## src/rtl/dsm_rate_pkg.sv

```systemverilog
// Shared types and constants for the DSM rate scheduler (dsm_rate_ctrl).
// The optional underflow frame counter is enabled by DSM_RATE_UFLOW_CNT_EN.
package dsm_rate_pkg;

    typedef enum logic [1:0] {
        IDLE  = 2'd0,
        PRIME = 2'd1,
        RUN   = 2'd2
    } state_t;

    // Programmed zeros are promoted to these minimum effective values.
    localparam int DIV_MIN = 1;
    localparam int OSR_MIN = 1;

    localparam int UFLOW_W = 16;

endpackage

```

## src/rtl/dsm_rate_tick_gen.sv

```systemverilog
// Programmable terminal-count divider: emits mod_ce once every div_eff cycles
// while running and toggles clk_out on each mod_ce.
module dsm_tick_gen #(
    parameter int CNT_W = 16
) (
    input  logic             clk_in,
    input  logic             rst_n,
    input  logic             clear,
    input  logic             run,
    input  logic             restart,
    input  logic [CNT_W-1:0] div_eff,
    output logic             mod_ce,
    output logic             clk_out
);

    logic [CNT_W-1:0] tick_cnt;

    assign mod_ce = run && (tick_cnt == div_eff - CNT_W'(1));

    // NOTE: registers use non-blocking assignments so every flop samples pre-edge values.
    always_ff @(posedge clk_in or negedge rst_n) begin
        if (!rst_n) begin
            tick_cnt <= '0;
            clk_out  <= 1'b0;
        end else if (clear) begin
            tick_cnt <= '0;
            clk_out  <= 1'b0;
        end else begin
            if (mod_ce) begin
                clk_out <= ~clk_out;
            end
            if (restart || mod_ce) begin
                tick_cnt <= '0;
            end else if (run) begin
                tick_cnt <= tick_cnt + CNT_W'(1);
            end
        end
    end

endmodule

```

## src/rtl/dsm_rate_ctrl.sv

```systemverilog
// Rate scheduler for the DSM DAC: modulator clock-enable, sample frames and
// upstream handshake. Define DSM_RATE_UFLOW_CNT_EN to add the uflow_cnt output.
module dsm_rate_ctrl
    import dsm_rate_pkg::*;
#(
    parameter int CNT_W   = 16,
    parameter int OSR_W   = 8,
    parameter int DIV_RST = 2,
    parameter int OSR_RST = 64
) (
    input  logic               clk_in,
    input  logic               rst_n,
    input  logic               en,
    input  logic [CNT_W-1:0]   cfg_div,
    input  logic [OSR_W-1:0]   cfg_osr,
    input  logic               cfg_load,
    output logic               cfg_ack,
    input  logic               smp_valid,
    output logic               smp_ready,
    output logic               smp_load,
    output logic               mod_ce,
    output logic               clk_out,
    output logic               underflow,
`ifdef DSM_RATE_UFLOW_CNT_EN
    output logic [UFLOW_W-1:0] uflow_cnt,
`endif
    output logic               busy
);

    typedef struct packed {
        logic [CNT_W-1:0] div;
        logic [OSR_W-1:0] osr;
    } rate_cfg_t;

    state_t           state;
    state_t           state_nxt;
    rate_cfg_t        act;
    rate_cfg_t        shadow;
    logic             pend;
    logic [CNT_W-1:0] div_eff;
    logic [OSR_W-1:0] osr_eff;
    logic [OSR_W-1:0] frame_cnt;
    logic             rdy_q;
    logic             acc_q;
    logic             load_q;
    logic             ack_q;
    logic             xfer;
    logic             fb;
    logic             idle_path;
    logic             uflow_evt;

    assign div_eff = (act.div < CNT_W'(DIV_MIN)) ? CNT_W'(DIV_MIN) : act.div;
    assign osr_eff = (act.osr < OSR_W'(OSR_MIN)) ? OSR_W'(OSR_MIN) : act.osr;

    assign xfer      = smp_valid && smp_ready;
    assign fb        = mod_ce && (frame_cnt == osr_eff - OSR_W'(1));
    // Disable wins over everything else and behaves exactly like sitting in IDLE.
    assign idle_path = !en || (state == IDLE);
    assign uflow_evt = !idle_path && (state == RUN) && fb && !(acc_q || xfer);

    dsm_tick_gen #(
        .CNT_W (CNT_W)
    ) u_tick_gen (
        .clk_in  (clk_in),
        .rst_n   (rst_n),
        .clear   (idle_path),
        .run     (state == RUN),
        .restart (((state == PRIME) && xfer) || fb),
        .div_eff (div_eff),
        .mod_ce  (mod_ce),
        .clk_out (clk_out)
    );

    always_ff @(posedge clk_in or negedge rst_n) begin
        if (!rst_n) begin
            state <= IDLE;
        end else begin
            state <= state_nxt;
        end
    end

    // NOTE: each always_comb assigns its outputs a default first so no latch is inferred.
    always_comb begin
        state_nxt = state;
        unique case (state)
            IDLE:    if (en) state_nxt = PRIME;
            PRIME:   if (!en) state_nxt = IDLE;
                     else if (xfer) state_nxt = RUN;
            RUN:     if (!en) state_nxt = IDLE;
            default: state_nxt = IDLE;
        endcase
    end

    always_comb begin
        smp_ready = 1'b0;
        unique case (state)
            PRIME:   smp_ready = 1'b1;
            RUN:     smp_ready = rdy_q;
            default: smp_ready = 1'b0;
        endcase
        busy = (state != IDLE);
    end

    // Shadow/active configuration: immediate when idle, otherwise at frame boundaries.
    always_ff @(posedge clk_in or negedge rst_n) begin
        if (!rst_n) begin
            act    <= '{div: CNT_W'(DIV_RST), osr: OSR_W'(OSR_RST)};
            shadow <= '0;
            pend   <= 1'b0;
            ack_q  <= 1'b0;
        end else begin
            ack_q <= 1'b0;
            if (idle_path) begin
                pend <= 1'b0;
                if (cfg_load) begin
                    act   <= '{div: cfg_div, osr: cfg_osr};
                    ack_q <= 1'b1;
                end else if (pend) begin
                    act   <= shadow;
                    ack_q <= 1'b1;
                end
            end else begin
                if (fb && pend) begin
                    act   <= shadow;
                    ack_q <= 1'b1;
                    pend  <= cfg_load;
                end else if (cfg_load) begin
                    pend <= 1'b1;
                end
                if (cfg_load) begin
                    shadow <= '{div: cfg_div, osr: cfg_osr};
                end
            end
        end
    end

    always_ff @(posedge clk_in or negedge rst_n) begin
        if (!rst_n) begin
            frame_cnt <= '0;
            rdy_q     <= 1'b0;
            acc_q     <= 1'b0;
            load_q    <= 1'b0;
            underflow <= 1'b0;
        end else if (idle_path) begin
            frame_cnt <= '0;
            rdy_q     <= 1'b0;
            acc_q     <= 1'b0;
            load_q    <= 1'b0;
            underflow <= 1'b0;
        end else begin
            load_q <= 1'b0;
            if (state == PRIME) begin
                frame_cnt <= '0;
                rdy_q     <= 1'b0;
                acc_q     <= 1'b0;
                load_q    <= xfer;
            end else if (state == RUN) begin
                if (xfer) begin
                    rdy_q <= 1'b0;
                end else if (load_q) begin
                    rdy_q <= 1'b1;
                end
                if (fb) begin
                    frame_cnt <= '0;
                    acc_q     <= 1'b0;
                    load_q    <= acc_q || xfer;
                    if (uflow_evt) begin
                        underflow <= 1'b1;
                    end
                end else begin
                    if (mod_ce) begin
                        frame_cnt <= frame_cnt + OSR_W'(1);
                    end
                    if (xfer) begin
                        acc_q <= 1'b1;
                    end
                end
            end
        end
    end

`ifdef DSM_RATE_UFLOW_CNT_EN
    always_ff @(posedge clk_in or negedge rst_n) begin
        if (!rst_n) begin
            uflow_cnt <= '0;
        end else if (idle_path) begin
            uflow_cnt <= '0;
        end else if (uflow_evt && (uflow_cnt != '1)) begin
            uflow_cnt <= uflow_cnt + UFLOW_W'(1);
        end
    end
`endif

    assign smp_load = load_q;
    assign cfg_ack  = ack_q;

endmodule

```

## config.mk

```make
export PLATFORM = sky130hd
export DESIGN_NAME = dsm_rate_ctrl
export DESIGN_NICKNAME = d
export VERILOG_FILES = /design/src/rtl/dsm_rate_pkg.sv /design/src/rtl/dsm_rate_tick_gen.sv /design/src/rtl/dsm_rate_ctrl.sv
export SDC_FILE = /design/constraint.sdc
export NUM_CORES = 1
export LEC_CHECK = 0
export ABC_AREA = 1
export CORE_ASPECT_RATIO = 1.4
export CORE_MARGIN = 5
export CORE_UTILIZATION = 30
export DETAILED_ROUTE_END_ITERATION = 8
export PLACE_DENSITY = 0.58
export SLEW_MARGIN = 20
export SYNTH_ARGS = -nofsm -noshare
export SYNTH_HDL_FRONTEND = slang
export SYNTH_SLANG_ARGS = --single-unit
```

## constraint.sdc

```tcl
create_clock -name clk_in -period 3.7 [get_ports clk_in]
set_input_delay 0.74 -clock clk_in [delete_from_list [all_inputs] [get_ports clk_in]]
set_output_delay 0.74 -clock clk_in [all_outputs]
set_load 0.1 [all_outputs]
```

==> flow_summary.ini <==
[floorplanning]
dieArea_um2 = 18100
die_width_um = 115
die_h_um = 157
core_area_um2 = 15100
row_count = 53
io_pins = 36
initial_core_util = 0.307

[cells_and_area]
drive_gt1_frac = 0.0802
final_common_cell = nand2_1
area.sequential_um2 = 2030
diodes = 0
fin_cells = 828
nets = 667
multi_input_area_um2 = 2270
layout_common_cells = 156 x nand2_1, 78 x dfrtp_1, 72 x inv_1, 62 x o21ai_0, 49 x nand3_1
syn2layout_area_growth_pct = 19.2
n_fill_cell = 1600

[placement]
dp_hpwl_um = 7340
place.port_buffers = 35
gp_congestion = 0.880
dp.cells = 811
pre_cts_slack_ps = 325

[worst_setup_path]
cp.arrival_ps = 2750
worstReg2RegEnd = act[21]$_DFFE_PN0P_
reg2reg_slack_ps = 490
cp-start-kind = flop
reg2reg_from = act[2]$_DFFE_PN0P_
cp_max_fo = 5
cp-end-kind = output pin
crit_start = act[9]$_DFFE_PN1P_
r2r_cells = 17
path_class = reg -> out
required_ps = 2960

[detailed_routing]
vias = 3826
avgViaCountPerCell = 4.62
post_drt_wl_per_cell_um = 11.8
drt_iter0_markers = 146
drc = 0
wl_um = 9800
drtAntennaViolNets = 0
detail_route.first_pass.iterations = 4

[hold_path]
min_path_type = in -> async

[sta]
fmax_mhz = 286
rsz0062_at_grt = no
final_min_period_over_clock_period = 0.944
slew_violations = 0
fin_skew_ps = 7.29
relSlewSlack = 0.353
finalCriticalPeriod_ps = 3490
setup-tns-final_ps = 0
hold_violations = 0
setup_viol = 0
tightest_slew_ps = 967
finalWorstSetupSlack_ps = 209

[cts]
h-tree-depth = 3
clk_path_buf_depth = 2
cts-root-buf = clkbuf_16
clk_pin_slew_ps = 60
worstSkewPairLatency_ps = 340
cts_tree = done
postCtsHoldBufs = 0
cts_made_buffers = 9
cts.sinks = 81

[synth]
yosys_warnings = 0
ys.flop_type = dfrtp_1
synthCells = 600
yosysSeqAreaShare = 0.437
ys_ff_latch = 81
ys_types = 37
synth.cell_area_um2 = 4640
avgSynthCellArea_um2 = 7.73
synth-edff-count = 0
async_flop_share = 1.00
syn_nets = 636

[power_and_ir_drop]
ir_worst_vdd_mv = 0.313
p_leak_nw = 2.54
power.density_nw_per_um2 = 724

[job]
drv_cap = 0

[grt]
grt_pass1_vias = 3902
grt_first_pass_wirelength_um = 17300
grt_overflow = 0
antenna_found_initial = 0
grt_max_degree = 82
grt_usage = 0.116

[run_status]
status = finished, final reports clean
-- worst max-delay path, cell delays in order, from the launching register on --
cell and delay (ps):
dfstp_2 540, nor2_2 50, nand2_1 70, nor2_2 50
a21oi_2 180, ha_2 220, nand3_1 150, nor3_1 260
o21ai_0 120, inv_1 60, nand3_1 110, nor2_4 180
nand3_4 130, inv_2 110, buf_12 170
-- what timing repair did --
| action | 4_1_cts | 5_1_grt |
|---|---|---|
| pin swaps | 0 | 2 |
| endpoints found under the setup margin | 1 | 1 |
| buffers inserted | 0 | 1 |
| resized for setup | 2 | 6 |
-- how the worst max path moves through the flow --
stage              to  slack (ps)  cells after the start
2_1_floorplan  mod_ce         280                     13
3_3_place_gp   mod_ce         400                     14
3_5_place_dp   mod_ce         320                     14
4_1_cts        mod_ce          40                     14
5_1_grt        mod_ce           2                     16
6_report       mod_ce         210                     14
-- cell type report --
| cell class | count | share of cell area |
|---|---|---|
| sequential | 81 | 0.367 |
| multi-input combinational | 427 | 0.410 |
| clock inverter | 4 | 0.0133 |
| timing repair buffer | 39 | 0.0699 |
| clock buffer | 12 | 0.0464 |
| tap | 192 | 0.0434 |
| inverter | 73 | 0.0495 |
-- flip-flops by register name, indices dropped and copies added (netlist names) --
signal	count
rdy_q	1
cfg_ack	1
u_tick_gen.tick_cnt	16
u_tick_gen.clk_out	1
pend	1
act	24
frame_cnt	8
state	2
smp_load	1
acc_q	1
underflow	1
shadow	24
-- routing by layer --
| layer | up-vias | global-route usage | part of all wire |
|---|---|---|---|
| met5 | - | 0 | 0 |
| met3 | 26 | 0.0146 | 0.018 |
| met1 | 1752 | 0.133 | 0.44 |
| met2 | 54 | 0.207 | 0.52 |
| met4 | 0 | 0.0643 | 0.027 |
| li1 | 1994 | - | - |
-- kinds of logic (layout without fill, tap and decap cells) --
family / after synthesis / count (layout) / share of synthesized area
compound gates: 95 / 95 / 0.110
xor+xnor: 43 / 43 / 0.0812
fa+ha+maj: 7 / 7 / 0.0189
buf+inv: 92 / 128 / 0.0798
flops: 81 / 81 / 0.437
mux: 1 / 1 / 0.00216
simple gates: 281 / 281 / 0.270
-- cell usage after synthesis, types with 2 or more instances --
cell	number	share of area
o22ai_1	16	0.022
a21oi_1	11	0.012
buf_2	2	0.0022
nand2_4	2	0.0049
dfrtp_1	79	0.43
nand3b_1	2	0.0032
nor3_1	10	0.011
o21ai_0	62	0.067
dfstp_2	2	0.011
nand2_1	157	0.13
xor2_1	27	0.051
nand3_1	49	0.053
ha_1	7	0.019
xnor2_1	16	0.030
nand4_1	6	0.0081
clkbuf_1	13	0.011
nor2_2	8	0.011
nor2_1	33	0.027
nand2_2	2	0.0027
o21bai_1	2	0.0032
or2_1	2	0.0027
inv_1	73	0.059
buf_6	2	0.0049
buf_4	2	0.0032
nand3_2	2	0.0043
or2_2	2	0.0027
-- per-stage QoR --
step | area [um2] | utilization | total power, mW | hold WS [ps]
floorplan | 4640 | - | 2.67 | 444
global placement | 5160 | 0.341 | 2.97 | 447
detailed placement | 5160 | 0.341 | 3.01 | 467
CTS | 5500 | 0.363 | 4.02 | 476
global route | 5530 | 0.366 | 4.34 | 507
finish | 5530 | 0.366 | 4.01 | 437
-- power breakdown --
group          internal [mW]  switching, mW
combinational          0.592           1.06
clock                  0.629          0.349
sequential              1.17          0.212
total                   2.39           1.62
No activity file was read; power rests on OpenSTA's default activity.
